File: src/rtl/intirvx_issue_dispatch_pkg.sv
// ----------------------------------------------------------------------------
// intirvx_issue_dispatch_pkg
// Shared types for the issue/dispatch stage:
//   - unit encodings carried in the decode bus
//   - trap kind enum reported to the trap controller
//   - decode_bus payload produced by the decoder
//   - issue_entry_t, one buffered instruction (decode bus, PC, raw inst)
//   - dispatch FSM states and small classification helpers
// ----------------------------------------------------------------------------
package intirvx_issue_dispatch_pkg;

    localparam logic [1:0] UNIT_ALU = 2'd0;
    localparam logic [1:0] UNIT_LSU = 2'd1;
    localparam logic [1:0] UNIT_CSR = 2'd2;
    // Encoding 3 is not a real unit; the decoder uses it for "no unit",
    // which the dispatcher treats as an illegal instruction.
    localparam logic [1:0] UNIT_SYS = 2'd3;

    typedef enum logic [1:0] {
        TRAP_ILLEGAL = 2'd0,
        TRAP_EBREAK  = 2'd1,
        TRAP_ECALL   = 2'd2,
        TRAP_MRET    = 2'd3
    } trap_kind_e;

    typedef struct packed {
        logic [3:0] op;            // unit-specific operation select
        logic [1:0] unit;          // UNIT_* target
        logic       fence;         // fence or fence.i
        logic       imm;           // with fence: 1 = fence.i
        logic       ecall;
        logic       ebreak;
        logic       mret;
        logic       illegal_instr;
    } decode_bus;

    typedef struct packed {
        decode_bus   dec;
        logic [31:0] pc;
        logic [31:0] inst;
    } issue_entry_t;

    typedef enum logic [1:0] {
        ST_IDLE  = 2'd0,
        ST_DRAIN = 2'd1,
        ST_TRAP  = 2'd2
    } disp_state_e;

    // Number of set bits in the 3-bit completion vector.
    function automatic logic [1:0] popcount3(input logic [2:0] v);
        return {1'b0, v[0]} + {1'b0, v[1]} + {1'b0, v[2]};
    endfunction

    // Entry must end in a trap request rather than a unit issue or fence.
    function automatic logic is_trap(input decode_bus d);
        return d.illegal_instr | d.ebreak | d.ecall | d.mret | (d.unit == UNIT_SYS);
    endfunction

    // Entry must be serialized (drain first, then fence pulse or trap).
    function automatic logic is_sys(input decode_bus d);
        return d.fence | is_trap(d);
    endfunction

    // Trap kind with priority illegal > ebreak > ecall > mret.
    function automatic trap_kind_e trap_kind_of(input decode_bus d);
        trap_kind_e k;
        if (d.illegal_instr || (d.unit == UNIT_SYS)) begin
            k = TRAP_ILLEGAL;
        end else if (d.ebreak) begin
            k = TRAP_EBREAK;
        end else if (d.ecall) begin
            k = TRAP_ECALL;
        end else begin
            k = TRAP_MRET;
        end
        return k;
    endfunction

endpackage

File: src/rtl/intirvx_issue_dispatch_chk.sv
// ----------------------------------------------------------------------------
// intirvx_issue_dispatch_chk
// Protocol checks for the dispatcher:
//   - no completion pulse while nothing is outstanding
//   - at most one unit valid at a time
//   - a stalled unit request keeps its valid and payload until accepted
// Ports: observation-only copies of the dispatcher's signals.
// ----------------------------------------------------------------------------
module intirvx_issue_dispatch_chk #(
    parameter int CNT_W = 3,
    parameter int PAY_W = 8
) (
    input logic             clk,
    input logic             rst_n,
    input logic             flush_i,
    input logic [CNT_W-1:0] cnt_i,
    input logic [2:0]       done_i,
    input logic             alu_valid_i,
    input logic             alu_ready_i,
    input logic             lsu_valid_i,
    input logic             lsu_ready_i,
    input logic             csr_valid_i,
    input logic             csr_ready_i,
    input logic [PAY_W-1:0] payload_i
);

    logic stall_s;

    assign stall_s = (alu_valid_i && !alu_ready_i) ||
                     (lsu_valid_i && !lsu_ready_i) ||
                     (csr_valid_i && !csr_ready_i);

    a_no_done_when_idle: assert property (@(posedge clk) disable iff (!rst_n)
        !((cnt_i == {CNT_W{1'b0}}) && (|done_i)));

    a_one_unit_valid: assert property (@(posedge clk) disable iff (!rst_n)
        $onehot0({alu_valid_i, lsu_valid_i, csr_valid_i}));

    a_stall_stable: assert property (@(posedge clk) disable iff (!rst_n)
        (stall_s && !flush_i) |=> $stable({alu_valid_i, lsu_valid_i, csr_valid_i, payload_i}));

endmodule

File: src/rtl/intirvx_issue_fifo.sv
// ----------------------------------------------------------------------------
// intirvx_issue_fifo
// Generic DEPTH-entry synchronous FIFO with flush. Head data is the storage
// entry at the read pointer, so a pushed word is visible the cycle after the
// push. Flush empties the FIFO and wins over a push in the same cycle.
// Ports:
//   clk, rst_n     clock, asynchronous active-low reset
//   flush_i        drop all entries
//   push_i/data_i  write request and data (ignored when full)
//   pop_i          remove head (ignored when empty)
//   data_o         head entry
//   empty_o/full_o occupancy flags, from registered occupancy only
// ----------------------------------------------------------------------------
module intirvx_issue_fifo #(
    parameter int DEPTH = 2,
    parameter int WIDTH = 8
) (
    input  logic             clk,
    input  logic             rst_n,
    input  logic             flush_i,
    input  logic             push_i,
    input  logic [WIDTH-1:0] data_i,
    input  logic             pop_i,
    output logic [WIDTH-1:0] data_o,
    output logic             empty_o,
    output logic             full_o
);

    localparam int PTR_W = (DEPTH > 1) ? $clog2(DEPTH) : 1;
    localparam int CNT_W = $clog2(DEPTH + 1);
    localparam logic [CNT_W-1:0] CNT_FULL = CNT_W'(DEPTH);

    logic [WIDTH-1:0] mem_q [DEPTH];
    logic [PTR_W-1:0] wr_ptr_q;
    logic [PTR_W-1:0] rd_ptr_q;
    logic [CNT_W-1:0] count_q;
    logic             do_push_s;
    logic             do_pop_s;

    assign empty_o   = (count_q == {CNT_W{1'b0}});
    assign full_o    = (count_q == CNT_FULL);
    assign do_push_s = push_i && !full_o;
    assign do_pop_s  = pop_i && !empty_o;
    assign data_o    = mem_q[rd_ptr_q];

    // Pointers and occupancy; pointers wrap naturally since DEPTH is a power of 2.
    always_ff @(posedge clk or negedge rst_n) begin
        if (!rst_n) begin
            wr_ptr_q <= {PTR_W{1'b0}};
            rd_ptr_q <= {PTR_W{1'b0}};
            count_q  <= {CNT_W{1'b0}};
        end else if (flush_i) begin
            wr_ptr_q <= {PTR_W{1'b0}};
            rd_ptr_q <= {PTR_W{1'b0}};
            count_q  <= {CNT_W{1'b0}};
        end else begin
            if (do_push_s) begin
                wr_ptr_q <= wr_ptr_q + PTR_W'(1);
            end
            if (do_pop_s) begin
                rd_ptr_q <= rd_ptr_q + PTR_W'(1);
            end
            count_q <= count_q + CNT_W'(do_push_s) - CNT_W'(do_pop_s);
        end
    end

    // Entry storage; cleared on reset so the head payload reads zero.
    always_ff @(posedge clk or negedge rst_n) begin
        if (!rst_n) begin
            for (int i = 0; i < DEPTH; i++) begin
                mem_q[i] <= {WIDTH{1'b0}};
            end
        end else if (do_push_s && !flush_i) begin
            mem_q[wr_ptr_q] <= data_i;
        end
    end

endmodule

File: src/rtl/intirvx_issue_dispatch.sv
// ----------------------------------------------------------------------------
// intirvx_issue_dispatch
// Buffers decoded instructions and routes each head entry to the ALU, LSU or
// CSR unit via valid/ready. System entries (fence, fence.i, ecall, ebreak,
// mret, illegal) wait for all outstanding work to complete, then either pulse
// fence_o / fence_i_o or hold a trap request until acknowledged.
// Ports:
//   clk, rst_n                   clock, asynchronous active-low reset
//   flush_i                      empty the buffer and return to IDLE
//   in_valid_i/in_ready_o        decoder handshake
//   in_decode_i/in_pc_i/in_inst_i  decoded instruction, PC, raw instruction
//   out_decode_o/out_pc_o/out_inst_o  head payload shared by all units
//   {alu,lsu,csr}_valid_o/_ready_i    unit handshakes
//   done_i                       completion pulses [0] ALU [1] LSU [2] CSR
//   fence_o, fence_i_o           one-cycle retire pulses
//   trap_valid_o/trap_kind_o/trap_pc_o/trap_ack_i  trap request
// ----------------------------------------------------------------------------
module intirvx_issue_dispatch
    import intirvx_issue_dispatch_pkg::*;
#(
    parameter int DEPTH           = 2,
    parameter int MAX_OUTSTANDING = 4
) (
    input  logic        clk,
    input  logic        rst_n,
    input  logic        flush_i,
    input  logic        in_valid_i,
    output logic        in_ready_o,
    input  decode_bus   in_decode_i,
    input  logic [31:0] in_pc_i,
    input  logic [31:0] in_inst_i,
    output decode_bus   out_decode_o,
    output logic [31:0] out_pc_o,
    output logic [31:0] out_inst_o,
    output logic        alu_valid_o,
    input  logic        alu_ready_i,
    output logic        lsu_valid_o,
    input  logic        lsu_ready_i,
    output logic        csr_valid_o,
    input  logic        csr_ready_i,
    input  logic [2:0]  done_i,
    output logic        fence_o,
    output logic        fence_i_o,
    output logic        trap_valid_o,
    output logic [1:0]  trap_kind_o,
    output logic [31:0] trap_pc_o,
    input  logic        trap_ack_i
);

    localparam int CNT_W = $clog2(MAX_OUTSTANDING + 1);
    localparam logic [CNT_W-1:0] CNT_MAX  = CNT_W'(MAX_OUTSTANDING);
    localparam logic [CNT_W-1:0] CNT_ZERO = {CNT_W{1'b0}};
    localparam int ENTRY_W = $bits(issue_entry_t);

    issue_entry_t     in_entry_s;
    issue_entry_t     head_s;
    logic             fifo_empty_s;
    logic             fifo_full_s;
    logic             push_s;
    logic             pop_s;

    disp_state_e      state_q;
    logic [CNT_W-1:0] cnt_q;
    logic [CNT_W-1:0] cnt_d;
    logic             fence_q;
    logic             fence_i_q;
    trap_kind_e       trap_kind_q;
    logic [31:0]      trap_pc_q;

    logic             head_sys_s;
    logic             head_fence_s;
    logic             alu_valid_s;
    logic             lsu_valid_s;
    logic             csr_valid_s;
    logic             issue_s;
    logic             drained_s;
    logic             fence_retire_s;
    logic             trap_retire_s;

    assign in_entry_s = '{dec: in_decode_i, pc: in_pc_i, inst: in_inst_i};
    // Ready depends only on registered occupancy.
    assign in_ready_o = !fifo_full_s;
    assign push_s     = in_valid_i && !fifo_full_s;

    intirvx_issue_fifo #(
        .DEPTH (DEPTH),
        .WIDTH (ENTRY_W)
    ) u_fifo (
        .clk     (clk),
        .rst_n   (rst_n),
        .flush_i (flush_i),
        .push_i  (push_s),
        .data_i  (in_entry_s),
        .pop_i   (pop_s),
        .data_o  (head_s),
        .empty_o (fifo_empty_s),
        .full_o  (fifo_full_s)
    );

    // Head classification, unit valids and pop decision; all derived from
    // registered state, so the valids never depend on the ready inputs.
    always_comb begin
        head_sys_s     = 1'b0;
        head_fence_s   = 1'b0;
        alu_valid_s    = 1'b0;
        lsu_valid_s    = 1'b0;
        csr_valid_s    = 1'b0;
        if (!fifo_empty_s) begin
            head_sys_s   = is_sys(head_s.dec);
            head_fence_s = head_s.dec.fence && !is_trap(head_s.dec);
        end else begin
            head_sys_s   = 1'b0;
            head_fence_s = 1'b0;
        end
        if ((state_q == ST_IDLE) && !fifo_empty_s && !head_sys_s) begin
            case (head_s.dec.unit)
                UNIT_ALU: alu_valid_s = (cnt_q < CNT_MAX);
                UNIT_LSU: lsu_valid_s = (cnt_q < CNT_MAX);
                // CSR access serializes: nothing else may be in flight.
                UNIT_CSR: csr_valid_s = (cnt_q == CNT_ZERO);
                default: begin
                    alu_valid_s = 1'b0;
                    lsu_valid_s = 1'b0;
                    csr_valid_s = 1'b0;
                end
            endcase
        end else begin
            alu_valid_s = 1'b0;
            lsu_valid_s = 1'b0;
            csr_valid_s = 1'b0;
        end
        issue_s = (alu_valid_s && alu_ready_i) ||
                  (lsu_valid_s && lsu_ready_i) ||
                  (csr_valid_s && csr_ready_i);
        drained_s      = (state_q == ST_DRAIN) && !fifo_empty_s && (cnt_q == CNT_ZERO);
        fence_retire_s = drained_s && head_fence_s;
        trap_retire_s  = (state_q == ST_TRAP) && trap_ack_i;
        pop_s          = issue_s || fence_retire_s || trap_retire_s;
    end

    // Outstanding count; a handshake in a flush cycle still counts because
    // the unit will report completion for it.
    always_comb begin
        cnt_d = cnt_q + CNT_W'(issue_s) - CNT_W'(popcount3(done_i));
    end

    // Outstanding counter register.
    always_ff @(posedge clk or negedge rst_n) begin
        if (!rst_n) begin
            cnt_q <= CNT_ZERO;
        end else begin
            cnt_q <= cnt_d;
        end
    end

    // Serialization FSM with registered fence pulses and trap request fields.
    always_ff @(posedge clk or negedge rst_n) begin
        if (!rst_n) begin
            state_q     <= ST_IDLE;
            fence_q     <= 1'b0;
            fence_i_q   <= 1'b0;
            trap_kind_q <= TRAP_ILLEGAL;
            trap_pc_q   <= 32'h0000_0000;
        end else begin
            fence_q   <= 1'b0;
            fence_i_q <= 1'b0;
            if (flush_i) begin
                state_q <= ST_IDLE;
            end else begin
                case (state_q)
                    ST_IDLE: begin
                        if (head_sys_s) begin
                            state_q <= ST_DRAIN;
                        end
                    end
                    ST_DRAIN: begin
                        if (drained_s) begin
                            if (head_fence_s) begin
                                fence_q   <= !head_s.dec.imm;
                                fence_i_q <= head_s.dec.imm;
                                state_q   <= ST_IDLE;
                            end else begin
                                trap_kind_q <= trap_kind_of(head_s.dec);
                                trap_pc_q   <= head_s.pc;
                                state_q     <= ST_TRAP;
                            end
                        end
                    end
                    ST_TRAP: begin
                        if (trap_ack_i) begin
                            state_q <= ST_IDLE;
                        end
                    end
                    default: state_q <= ST_IDLE;
                endcase
            end
        end
    end

    assign alu_valid_o  = alu_valid_s;
    assign lsu_valid_o  = lsu_valid_s;
    assign csr_valid_o  = csr_valid_s;
    assign out_decode_o = head_s.dec;
    assign out_pc_o     = head_s.pc;
    assign out_inst_o   = head_s.inst;
    assign fence_o      = fence_q;
    assign fence_i_o    = fence_i_q;
    assign trap_valid_o = (state_q == ST_TRAP);
    assign trap_kind_o  = trap_kind_q;
    assign trap_pc_o    = trap_pc_q;

    intirvx_issue_dispatch_chk #(
        .CNT_W (CNT_W),
        .PAY_W (ENTRY_W)
    ) u_chk (
        .clk         (clk),
        .rst_n       (rst_n),
        .flush_i     (flush_i),
        .cnt_i       (cnt_q),
        .done_i      (done_i),
        .alu_valid_i (alu_valid_s),
        .alu_ready_i (alu_ready_i),
        .lsu_valid_i (lsu_valid_s),
        .lsu_ready_i (lsu_ready_i),
        .csr_valid_i (csr_valid_s),
        .csr_ready_i (csr_ready_i),
        .payload_i   (head_s)
    );

endmodule
File: config.mk
export PLATFORM = sky130hd
export DESIGN_NAME = intirvx_issue_dispatch
export DESIGN_NICKNAME = d
export VERILOG_FILES = /design/src/rtl/intirvx_issue_dispatch_pkg.sv /design/src/rtl/intirvx_issue_dispatch_chk.sv /design/src/rtl/intirvx_issue_fifo.sv /design/src/rtl/intirvx_issue_dispatch.sv
export SDC_FILE = /design/constraint.sdc
export NUM_CORES = 1
export LEC_CHECK = 0
export ABC_AREA = 1
export BUFFER_PORTS_ARGS = -buffer_cell sky130_fd_sc_hd__clkbuf_2
export CAP_MARGIN = 20
export CORE_ASPECT_RATIO = 2
export CORE_UTILIZATION = 45
export DETAILED_ROUTE_END_ITERATION = 12
export HOLD_SLACK_MARGIN = 0.02
export PLACE_DENSITY = 0.69
export SLEW_MARGIN = 20
export SYNTH_ARGS = -nofsm -noshare
export SYNTH_HDL_FRONTEND = slang
export SYNTH_SLANG_ARGS = --single-unit
File: constraint.sdc
create_clock -name clk -period 3.2 [get_ports clk]
set_input_delay 0.16 -clock clk [delete_from_list [all_inputs] [get_ports clk]]
set_output_delay 0.16 -clock clk [all_outputs]
set_load 0.02 [all_outputs]
# Word level (Yosys, flattened, before mapping)
# Index checks and enable logic that the tools add are counted.
# Widths: inputs -> output; s select.
[classes]
shifts = 0
div_mod_pow = 0
eq_ne = 9
n_mul = 0
n_reduce_logical = 34
n_lt_le_gt_ge = 4
n_addsub = 8
n_mux = 36
bitwise = 9
[ops]
columns = ["op", "count"]
rows = [
  ["$mux 76", 4],
  ["$bwmux 152", 1],
  ["$demux 76 s1", 1],
  ["$mux 1", 21],
  ["$mux 2", 8],
  ["$logic_and 1x1->1", 15],
  ["$eq 2x2->1 const B", 4],
  ["$logic_not 1->1", 6],
  ["$logic_not 2->1", 3],
  ["$ne 3x3->1 const B", 2],
  ["$pmux 2 s3", 1],
  ["$logic_or 1x1->1", 5],
  ["$or 1x1->1", 5],
  ["$add 2x1->2", 2],
  ["$eq 2x1->1 const B", 2],
  ["$ge 2x2->1 const B", 2],
  ["$not 1->2", 2],
  ["$reduce_and 4->1", 1],
  ["$reduce_bool 2->1", 2],
  ["$add 3x1->3", 1],
  ["$logic_not 3->1", 1],
  ["$lt 3x3->1 const B", 1],
  ["$ne 3x2->1 const B", 1],
  ["$reduce_and 3->1", 1],
  ["other kinds (6)", 8],
]
[word_totals]
ff_bits = 197
in_bits = 87
mem_bits_ro = 0
latchBits = 0
n_memories = 0
ram_bits = 0

# Longest topological paths before layout
# Gate-level depths: netlist of run 1.
[logic_depth]
ltp_word = 21
depth_mapped = 17
ltp_nobuf = 17

# Modules after synthesis
# A second synthesis of run 1 with hierarchy kept.
[hier_totals]
hier_cells = 1180
hier_area_um2 = 9270.1
[by_module_without_submodules]
columns = ["module", "area_per_inst_um2", "n_inst", "cells_each"]
rows = [
  ["intirvx_issue_fifo", 7380.8, 1, 956],
  ["intirvx_issue_dispatch", 1889.3, 1, 224],
]

# Worst setup path before layout of run 1
# Ideal clock, no wire load.
[synth_path]
kind = "reg-to-reg"
startpoint = "reg u_fifo.rd_ptr_q"
endpoint = "reg u_fifo.count_q[1]"
setup_time_ns = 0.118
path_slack_ns = 0.972
t_arrival_ns = 2.109
synth_period_minus_slack_ns = 2.228
stages_incl_launch_ff = 18
cell_sequence = "dfrtp_1 > inv_2 > nand2_1 > nand2_1 > nand2_1 > nand2_1 > nor2_4 > nand4_1 > nor2_1 > nor2_1 > nand3_1 > nand2_1 > inv_1 > ha_1 > inv_1 > ha_1 > xor2_1 > nor2_1"
[synth_lines]
columns = ["item", "line_no", "text"]
rows = [
  ["from (decl)", "intirvx_issue_fifo.sv:35", "logic [PTR_W-1:0] rd_ptr_q;"],
  ["from (signal assigned)", "intirvx_issue_fifo.sv:50", "rd_ptr_q <= {PTR_W{1'b0}};"],
  ["from (signal assigned)", "intirvx_issue_fifo.sv:54", "rd_ptr_q <= {PTR_W{1'b0}};"],
  ["from (signal assigned)", "intirvx_issue_fifo.sv:61", "rd_ptr_q <= rd_ptr_q + PTR_W'(1);"],
  ["to (signal assigned)", "intirvx_issue_fifo.sv:51", "count_q <= {CNT_W{1'b0}};"],
  ["to (signal assigned)", "intirvx_issue_fifo.sv:55", "count_q <= {CNT_W{1'b0}};"],
  ["to (signal assigned)", "intirvx_issue_fifo.sv:63", "count_q <= count_q + CNT_W'(do_push_s) - CNT_W'(do_pop_s);"],
  ["to (decl)", "intirvx_issue_fifo.sv:36", "logic [CNT_W-1:0] count_q;"],
]

# Worst setup path after layout of run 1
[layout_path]
startpoint = "reg u_fifo.rd_ptr_q"
endpoint = "reg u_fifo.count_q[1]"
[layout_between]
elab_chain_cells = 21
word_cells_on_any_way = 36
cone_classes = "add/sub (1); eq/ne (3); mux (12); bitwise (6); reduce/logical (14)"
[layout_rtl]
columns = ["item", "line_no", "text"]
rows = [
  ["$not 1->2 (implied by the code) (*)", "intirvx_issue_fifo.sv:44", "assign data_o = mem_q[rd_ptr_q];"],
  ["$mux 76 (implied by the code) (*) (3 in a row)", "intirvx_issue_fifo.sv:44", ""],
  ["$or 1x1->1 (4 in a row)", "intirvx_issue_dispatch_pkg.sv:56", "return d.illegal_instr | d.ebreak | d.ecall | d.mret | (d.unit == UNIT_SYS);"],
  ["$or 1x1->1", "intirvx_issue_dispatch_pkg.sv:61", "return d.fence | is_trap(d);"],
  ["$mux 1", "intirvx_issue_dispatch.sv:108", "if (!fifo_empty_s) begin"],
  ["$logic_not 1->1", "intirvx_issue_dispatch.sv:115", "if ((state_q == ST_IDLE) && !fifo_empty_s && !head_sys_s) begin"],
  ["$logic_and 1x1->1", "intirvx_issue_dispatch.sv:115", ""],
  ["$mux 1", "intirvx_issue_dispatch.sv:115", ""],
  ["$logic_and 1x1->1 (on tied branches)", "intirvx_issue_dispatch.sv:132, intirvx_issue_dispatch.sv:133", ""],
  ["$logic_or 1x1->1", "intirvx_issue_dispatch.sv:132", "issue_s = (alu_valid_s && alu_ready_i) ||"],
  ["$logic_or 1x1->1", "intirvx_issue_dispatch.sv:133", "(lsu_valid_s && lsu_ready_i) ||"],
  ["$logic_or 1x1->1 (*) (2 in a row)", "intirvx_issue_dispatch.sv:138", "pop_s = issue_s || fence_retire_s || trap_retire_s;"],
  ["$logic_and 1x1->1 (*)", "intirvx_issue_fifo.sv:43", "assign do_pop_s = pop_i && !empty_o;"],
  ["$sub 2x1->2 (*)", "intirvx_issue_fifo.sv:63", ""],
  ["$mux 2 (*)", "intirvx_issue_fifo.sv:52", "end else if (flush_i) begin"],
]
# Every way passes the cells marked *; elsewhere a longest branch is shown, timed or not. The select of a mux whose other input is x is not followed.
# A chain may end at the register's enable or synchronous reset.

==> run summary, run 1 <==
Status - finished, final reports clean
CP Depth - 17
Antenna violations before repair - 0
Post-Syn Area per Cell - 8.12 µm²
N_diodes - 0
Max Freq - 0.369 GHz
Post-synth EDFFs - 0
Final wirelength - 21300 µm
Req. time, crit path - 3.53 ns
CP top delay family - simple AND/OR/NAND/NOR gates
DIE WIDTH - 100 µm
Hold Path Depth - 4
Synth Warn # - 0
Max_cap viols - 0
First-pass GRT wire length - 35600 µm
Area of the core - 18800 µm²
Number of I/O pins - 204
Critical Path Sink Type - register
Hold Vio Cnt, Final - 0
Overall Global Routing Usage - 23.0%
Die Area - 19800 µm²
Post-Layout Cell Count - 1587
Hold slack - 0.0426 ns
CTS Hold Bufs - 78
NumNets Final - 1413
Initial Util - 45.9%
Top_reg_cell synth - dfrtp_1
Root Buffer - clkbuf_16
Post-synthesis sequential area ratio - 57.0%
Most frequent cell after synthesis - nand2_1
Synth cell count leaders - 476 x nand2_1, 197 x dfrtp_1, 154 x o21ai_0, 116 x inv_1, 30 x clkbuf_1
Vias/cell - 4.74
Post-synthesis register bit count - 197
Post-route DRC - 0
Clock buffer depth - 2
Clk sink count - 197
Buffers on Ports - 203
Max incr delay on CP - 0.53 ns
Synthesis-to-layout area growth - 29.9%
Synthesized net count - 1159
Sum Neg Setup Slack - 0 ns
Power per cell area - 732 nW/µm²
Synth async-reset ratio - 100%
Final ANT Viol Nets - 0
Post-CTS Repair Setup Buffers - 0
Largest area contributor in the netlist - dfrtp_1
RSZ-0062 raised after global routing - no
Gpl congestion - 0.803
Worst slew pin tran - 1.01 ns
Critical path's most frequent cell - nand2_1
Global route total overflow - 0
Vias - 7522
Top-area cell type share of the netlist area - 57.0%
Setup Viol. Count Final - 0
Worst-Skew Late Latency - 0.44 ns
Die height - 198 µm
Gate Count Post-Synth - 1065
Top cells by area, synth - dfrtp_1 57%, nand2_1 21%, o21ai_0 8.9%
WP data arrival - 3.05 ns
Resized cells post-CTS - 0
R2R depth - 17
1st-iter DRT viols - 334
Rel. slew slack - 32.4%
Clock Pin Slew Worst Setup and Hold Paths - 0.08 ns
Startpoint types - register
Worst-path cell chain - inv_2 -> nand2_1 -> nand2_2 -> nand2_1 -> nand2_1 -> nor2_4 -> nand4_1 -> nor2_1 -> nor2_1 -> nand3_1 -> nand2_1 -> inv_1 -> ha_1 -> inv_1 -> ha_1 -> xor2_1 -> nor2_1
WP buf/inv - 3
CP Class - reg -> reg
Max-slew violation count - 0
Worst Clk Skew - 0.00864 ns
Netlist cell types - 28
H-tree levels - 4
Std-Cell Rows - 71
Num CTS Buffers - 17
Number of placed instances with taps included - 1477
HPWL after DPL - 13700 µm
Vias in the first global route - 7622
Routed len/inst - 13.4 µm
TritonCTS clock tree - done
Lkg Pwr - 6.37 nW
Worst-path fanout max - 19
DR pass1 iterations - 6
Ratio of cells with drive above 1 in the final layout - 20.0%
Max VDD drop - 0.000437 V
Largest net degree at the start of global routing - 101
CP max stage cell - dfrtp_2
Min cycle time layout - 2.71 ns
Post-Syn Area - 8650 µm²
Final Cycle Share - 84.8%
HP Class - in -> reg
[metal layers]
metal | track usage, % | routed length (µm) | up-vias
met5 | 0 | 0 | -
met4 | 11.6 | 860 | 0
met3 | 4.17 | 795 | 55
met2 | 40.9 | 11200 | 212
met1 | 26.0 | 8430 | 3490
li1 | - | - | 3765
[placed cells by master, fill, tap and decap left out, types with 2 or more instances in the layout]
cell type,n
nor2_1,17
buf_12,3
bufinv_16,2
buf_4,6
nand4_1,5
dfrtp_1,196
inv_6,4
dlygate4sd3_1,78
o21ai_0,154
nand2_2,12
clkbuf_2,202
clkbuf_8,2
clkinv_2,2
nor3_1,2
nand3_1,5
xnor2_1,2
o31ai_1,3
or2_2,2
inv_1,116
nand2_1,475
nand3_2,3
ha_1,5
fa_1,2
clkbuf_16,17
xor2_1,2
clkinv_4,4
[final cells by class]
cell class                 count  area (µm²)
clock inverter                14         168
fill                        1766        7600
multi-input combinational    696        3030
clock buffer                  18         439
inverter                     117         439
tap                          255         319
timing repair buffer         290        1910
sequential                   197        4930
[flip-flops by register name, summed over array words and instances (netlist names)]
signal	cells
cnt_q	3
u_fifo.count_q	2
trap_pc_o	32
u_fifo.rd_ptr_q	1
u_fifo.mem_q	152
u_fifo.wr_ptr_q	1
state_q	2
trap_kind_o	2
fence_i_o	1
fence_o	1
[stage by stage]
step / area [µm²] / util [%] / setup WS, ns / power [mW]
after floorplan: 8650 / - / 0.972 / 5.17
after global placement: 9850 / 52.3 / 0.557 / 5.93
after detailed placement: 9850 / 52.3 / 0.483 / 6.00
after CTS: 11200 / 59.7 / 0.481 / 8.29
after global routing: 11200 / 59.7 / 0.224 / 8.77
final: 11200 / 59.7 / 0.487 / 8.22
[final timing paths]
kind	from	to	slack, ns
min in group asynchronous	rst_n	u_fifo.mem_q[6]	0.35
max	u_fifo.rd_ptr_q	u_fifo.count_q[1]	0.49
max in group asynchronous	rst_n	trap_pc_o[10]	1.93
min reg2reg	trap_pc_o[14]	trap_pc_o[14]	0.48
min	trap_ack_i	state_q[1]	0.04
max reg2reg	u_fifo.rd_ptr_q	u_fifo.count_q[1]	0.49
[power breakdown]
part | internal [mW] | total [mW] | switching [mW]
sequential | 3.26 | 3.67 | 0.415
combinational | 0.849 | 2.36 | 1.51
clock | 1.20 | 2.19 | 0.993
[tightest hold or removal path, stage by stage]
cell and delay, ns:
clkbuf_2 0.11, inv_1 0.05, nand3_1 0.07, nand2_1 0.05
[cells by family after synthesis]
family,after synthesis,synth area share (%)
flops,197,57.0
xor+xnor,4,0.405
compound gates,159,9.33
fa+ha+maj,7,1.19
buf+inv,172,8.23
simple gates,526,23.9
No activity file was read; power rests on OpenSTA's default activity.
==> run 2, diff against run 1 <==
==> constraint.sdc (replaced) <==
create_clock -name clk -period 2.8 [get_ports clk]
set_input_delay 0.14 -clock clk [delete_from_list [all_inputs] [get_ports clk]]
set_output_delay 0.14 -clock clk [all_outputs]
set_load 0.02 [all_outputs]
==> run summary, run 2 (synthesized netlist as in run 1, its figures left out) <==
Initial Util - 45.9%
Top reg by flops - u_fifo.mem_q
Num CTS Buffers - 17
Commonest non-fill, non-tap cells in the layout - 475 x nand2_1, 202 x clkbuf_2, 196 x dfrtp_1, 154 x o21ai_0, 116 x inv_1
Gpl congestion - 0.815
Worst Clk Skew - 0.00982 ns
Die Area - 19800 µm²
HPWL after DPL - 14000 µm
H-tree levels - 4
Hold Vio Cnt, Final - 0
Startpoint types - register
Max VDD drop - 0.000458 V
HP Class - in -> reg
Final Instance Area - 11300 µm²
CP Capture Point - u_fifo.count_q[1]
Synthesis-to-layout area growth - 30.3%
Reg-to-reg startpoint - u_fifo.rd_ptr_q
Rel. slew slack - 48.1%
Die height - 198 µm
Final ANT Viol Nets - 0
Global route total overflow - 0
Number of I/O pins - 204
Tot Pwr - 9.25 mW
Final wirelength - 21000 µm
Root Buffer - clkbuf_16
Clock Pin Slew Worst Setup and Hold Paths - 0.07 ns
Max Freq - 0.409 GHz
R2R depth - 17
CP Class - reg -> reg
Routed len/inst - 13.2 µm
Overall Global Routing Usage - 22.5%
R2R Path End - u_fifo.count_q[1]
Largest net degree at the start of global routing - 89
Post-route DRC - 0
Crit path from - u_fifo.rd_ptr_q
DR pass1 iterations - 5
Multi-input logic area - 3030 µm²
1st-iter DRT viols - 346
Critical Path Sink Type - register
Commonest non-fill, non-tap cell in the layout - nand2_1
Setup Viol. Count Final - 0
Max_cap viols - 0
CTS Hold Bufs - 79
RSZ-0062 raised after global routing - no
NumNets Final - 1421
Max-slew violation count - 0
FF/Latch Area - 4930 µm²
Std-Cell Rows - 71
Ratio of cells with drive above 1 in the final layout - 20.4%
Post-CTS Repair Setup Buffers - 0
Area of the core - 18800 µm²
Worst slew pin tran - 0.778 ns
Final Cycle Share - 87.3%
Vias/cell - 4.74
DIE WIDTH - 100 µm
Antenna violations before repair - 0
Buffers on Ports - 203
Vias in the first global route - 7511
Clock buffer depth - 2
Status - finished, final reports clean
Resized cells post-CTS - 0
Power per cell area - 821 nW/µm²
First-pass GRT wire length - 35000 µm
Vias - 7564
Lkg Pwr - 6.38 nW
WP data arrival - 2.79 ns
Reg2Reg Setup Slack - 0.36 ns
Min cycle time layout - 2.44 ns
Req. time, crit path - 3.15 ns
TritonCTS clock tree - done
Sum Neg Setup Slack - 0 ns
Area after DPL - 9890 µm²
Worst-path fanout max - 9
Fillers - 1782
Largest register FFs - 152
Clk sink count - 197
Worst-Skew Late Latency - 0.43 ns
[run 2: cell types whose count changed in the layout (fill, tap and decap cells not counted)]
cell / change
buf_4: +6
clkinv_4: +2
buf_8: +1
bufinv_16: -1
clkbuf_8: -1
clkinv_2: -1
clkinv_8: -1
clkinvlp_4: +1
diode_2: +1
dlygate4sd3_1: +1
inv_6: -1
inv_8: +1
[run 2: layout make-up]
cell class              instances  area share, %
clock inverters                14           1.28
multi-input cells             696           26.9
flip-flops and latches        197           43.8
inverters                     117           3.90
repair buffers                298           17.6
diodes                          1         0.0222
well taps                     255           2.83
clock buffers                  17           3.77
[run 2: per-stage QoR]
stage / util [%] / cells / worst slack [ns] / hold WS (ns)
global placement: 52.5 / 1483 / 0.463 / 0.180
global route: 59.8 / 1594 / 0.105 / 0.0482
CTS: 59.8 / 1593 / 0.339 / 0.0416
floorplan: - / 1065 / 0.572 / -0.156
detailed placement: 52.5 / 1483 / 0.361 / 0.178
finish: 59.8 / 1595 / 0.356 / 0.0542
[run 2: layer usage]
metal | track usage [%] | share of wire [%] | vias to the layer above
li1 | - | - | 3772
met3 | 3.95 | 3.7 | 58
met2 | 39.3 | 52 | 190
met4 | 12.0 | 4.4 | 0
met1 | 25.8 | 40 | 3544
met5 | 0 | 0 | -
[run 2: worst max-delay path, cell delays in order (launching register included)]
cell and delay, ns:
dfrtp_2 0.47, inv_2 0.15, nand2_1 0.08, nand2_2 0.10
nand2_1 0.06, nand2_1 0.14, nor2_4 0.07, nand4_1 0.09
nor2_1 0.05, nor2_1 0.13, nand3_1 0.12, nand2_1 0.10
inv_1 0.05, ha_1 0.26, inv_1 0.04, ha_1 0.19
xor2_1 0.16, nor2_1 0.10
[run 2: how the worst min path moves through the flow]
stage	startpoint	to	cells after the start
3_5_place_dp	rst_n	u_fifo.mem_q[5]	1
4_1_cts	in_valid_i	u_fifo.wr_ptr_q	4
5_1_grt	in_valid_i	u_fifo.wr_ptr_q	4
3_3_place_gp	rst_n	u_fifo.mem_q[82]	1
2_1_floorplan	rst_n	cnt_q[0]	0
6_report	in_valid_i	u_fifo.wr_ptr_q	4
[run 2: where the power goes]
part | total, mW | switching [mW] | leakage, nW | internal [mW]
Combinational | 2.69 | 1.71 | 3.60 | 0.976
Sequential | 4.19 | 0.470 | 2.51 | 3.72
Clock | 2.37 | 1.12 | 0.278 | 1.25
Total | 9.25 | 3.30 | 6.38 | 5.95
==> run 3, diff against run 2 <==
--- a/config.mk
+++ b/config.mk
@@ -13,6 +13,7 @@
 export DETAILED_ROUTE_END_ITERATION = 12
 export HOLD_SLACK_MARGIN = 0.02
 export PLACE_DENSITY = 0.69
+export REMOVE_ABC_BUFFERS = 1
 export SLEW_MARGIN = 20
 export SYNTH_ARGS = -nofsm -noshare
 export SYNTH_HDL_FRONTEND = slang
==> run summary, run 3 (synthesized netlist as in run 1, its figures left out) <==
Status - finished, final reports clean
Worst-Skew Late Latency - 0.44 ns
Vias - 7525
Crit path from - u_fifo.rd_ptr_q
Final wirelength - 21700 µm
CP Class - reg -> reg
Area of the core - 18800 µm²
Worst-path cell chain - inv_2 -> nand2_1 -> nand2_2 -> nand2_1 -> nand2_1 -> nor2_4 -> nand4_1 -> nor2_1 -> nor2_1 -> nand3_1 -> nand2_1 -> inv_1 -> ha_1 -> inv_1 -> ha_1 -> xor2_1 -> nor2_1
1st-iter DRT viols - 349
RSZ-0062 raised after global routing - no
Clk sink count - 197
Req. time, crit path - 3.13 ns
Std-Cell Rows - 71
Buffers on Ports - 203
Post-route DRC - 0
Reg-to-reg startpoint - u_fifo.rd_ptr_q
Critical path's most frequent cell - nand2_1
Reg2Reg Setup Slack - 0.38 ns
CTS Hold Bufs - 80
Core Util, Final - 60.0%
CP Depth - 17
Clock buffer depth - 2
WP data arrival - 2.76 ns
Power per cell area - 837 nW/µm²
Commonest non-fill, non-tap cells in the layout - 475 x nand2_1, 202 x clkbuf_2, 196 x dfrtp_1, 154 x o21ai_0, 116 x inv_1
R2R Path End - u_fifo.count_q[1]
Max VDD drop - 0.000730 V
HPWL after DPL - 14000 µm
HP Class - in -> reg
NumNets Final - 1419
Max-slew violation count - 0
DR pass1 iterations - 5
H-tree levels - 4
Max_cap viols - 0
Die Area - 19800 µm²
Global route total overflow - 0
Top reg by flops - u_fifo.mem_q
CP top delay family - simple AND/OR/NAND/NOR gates
Final WS setup - 0.377 ns
Num CTS Buffers - 17
N_diodes - 0
Pre-CTS setup slack - 0.388 ns
CP Capture Point - u_fifo.count_q[1]
First-pass GRT wire length - 35500 µm
WP buf/inv - 3
Overall Global Routing Usage - 23.2%
Synthesis-to-layout area growth - 30.7%
Commonest non-fill, non-tap cell in the layout - nand2_1
Final Cycle Share - 86.5%
Number of I/O pins - 204
Root Buffer - clkbuf_16
Final ANT Viol Nets - 0
Max Freq - 0.413 GHz
Setup Viol. Count Final - 0
Min cycle time layout - 2.42 ns
Worst-path fanout max - 13
Largest net degree at the start of global routing - 153
Critical Path Sink Type - register
Vias/cell - 4.72
Initial Util - 45.9%
Die height - 198 µm
CP max stage cell - dfrtp_2
Startpoint types - register
Ratio of cells with drive above 1 in the final layout - 20.2%
Post-CTS Repair Setup Buffers - 0
R2R depth - 17
Clock Pin Slew Worst Setup and Hold Paths - 0.07 ns
Worst slew pin tran - 0.622 ns
Resized cells post-CTS - 0
Routed len/inst - 13.6 µm
Gpl congestion - 0.831
Largest register FFs - 152
TritonCTS clock tree - done
Rel. slew slack - 58.6%
Area after DPL - 9890 µm²
Lkg Pwr - 6.40 nW
DIE WIDTH - 100 µm
Vias in the first global route - 7560
Final Instance Area - 11300 µm²
Antenna violations before repair - 0
Max incr delay on CP - 0.50 ns
Worst Clk Skew - 0.00819 ns
Sum Neg Setup Slack - 0 ns
Hold Vio Cnt, Final - 0
-- run 3: worst reg2reg max path: stages (launching register included) --
cell     delay [ns]
dfrtp_2        0.50
inv_2          0.15
nand2_1        0.08
nand2_2        0.10
nand2_1        0.06
nand2_1        0.14
nor2_4         0.08
nand4_1        0.11
nor2_1         0.05
nor2_1         0.13
nand3_1        0.10
nand2_1        0.09
inv_1          0.05
ha_1           0.26
inv_1          0.04
ha_1           0.19
xor2_1         0.15
nor2_1         0.05
-- run 3: layout make-up --
class	count	area, µm²
clock buffers	19	443
clock inverters	13	171
fillers	1764	7530
inverters	117	439
multi-input cells	696	3030
flip-flops and latches	197	4930
well taps	255	319
repair buffers	296	1970
-- run 3: how the worst min path moves through the flow --
stage                      from                end  slack (ns)  depth (start not counted)
detailed placement        rst_n  u_fifo.mem_q[101]        0.22                          1
CTS                 csr_ready_i           cnt_q[0]         0.1                          4
global route        csr_ready_i           cnt_q[0]        0.14                          4
global placement          rst_n   u_fifo.mem_q[94]        0.21                          1
finish              csr_ready_i           cnt_q[0]        0.12                          4
floorplan                 rst_n           cnt_q[0]       -0.16                          0
-- run 3: where the power goes --
group          internal (mW)  switching (mW)  total (mW)
clock                   1.44            1.10        2.55
combinational          0.977            1.72        2.70
sequential              3.73           0.485        4.21
-- run 3: layer usage --
metal | vias up | global-route usage (%) | wire length, µm | part of all wire (%)
met5 | - | 0 | 0 | 0
met4 | 0 | 13.8 | 1020 | 4.7
met3 | 62 | 4.24 | 830 | 3.8
met2 | 192 | 40.6 | 11400 | 53
met1 | 3510 | 25.9 | 8410 | 39
li1 | 3761 | - | - | -
-- run 3: stage by stage --
step | std cells | total power [mW] | hold slack [ns]
5_1_grt | 1593 | 10.1 | 0.135
6_report | 1593 | 9.46 | 0.118
3_3_place_gp | 1481 | 6.80 | 0.209
2_1_floorplan | 1010 | 5.89 | -0.156
3_5_place_dp | 1481 | 6.87 | 0.218
4_1_cts | 1593 | 9.54 | 0.0975
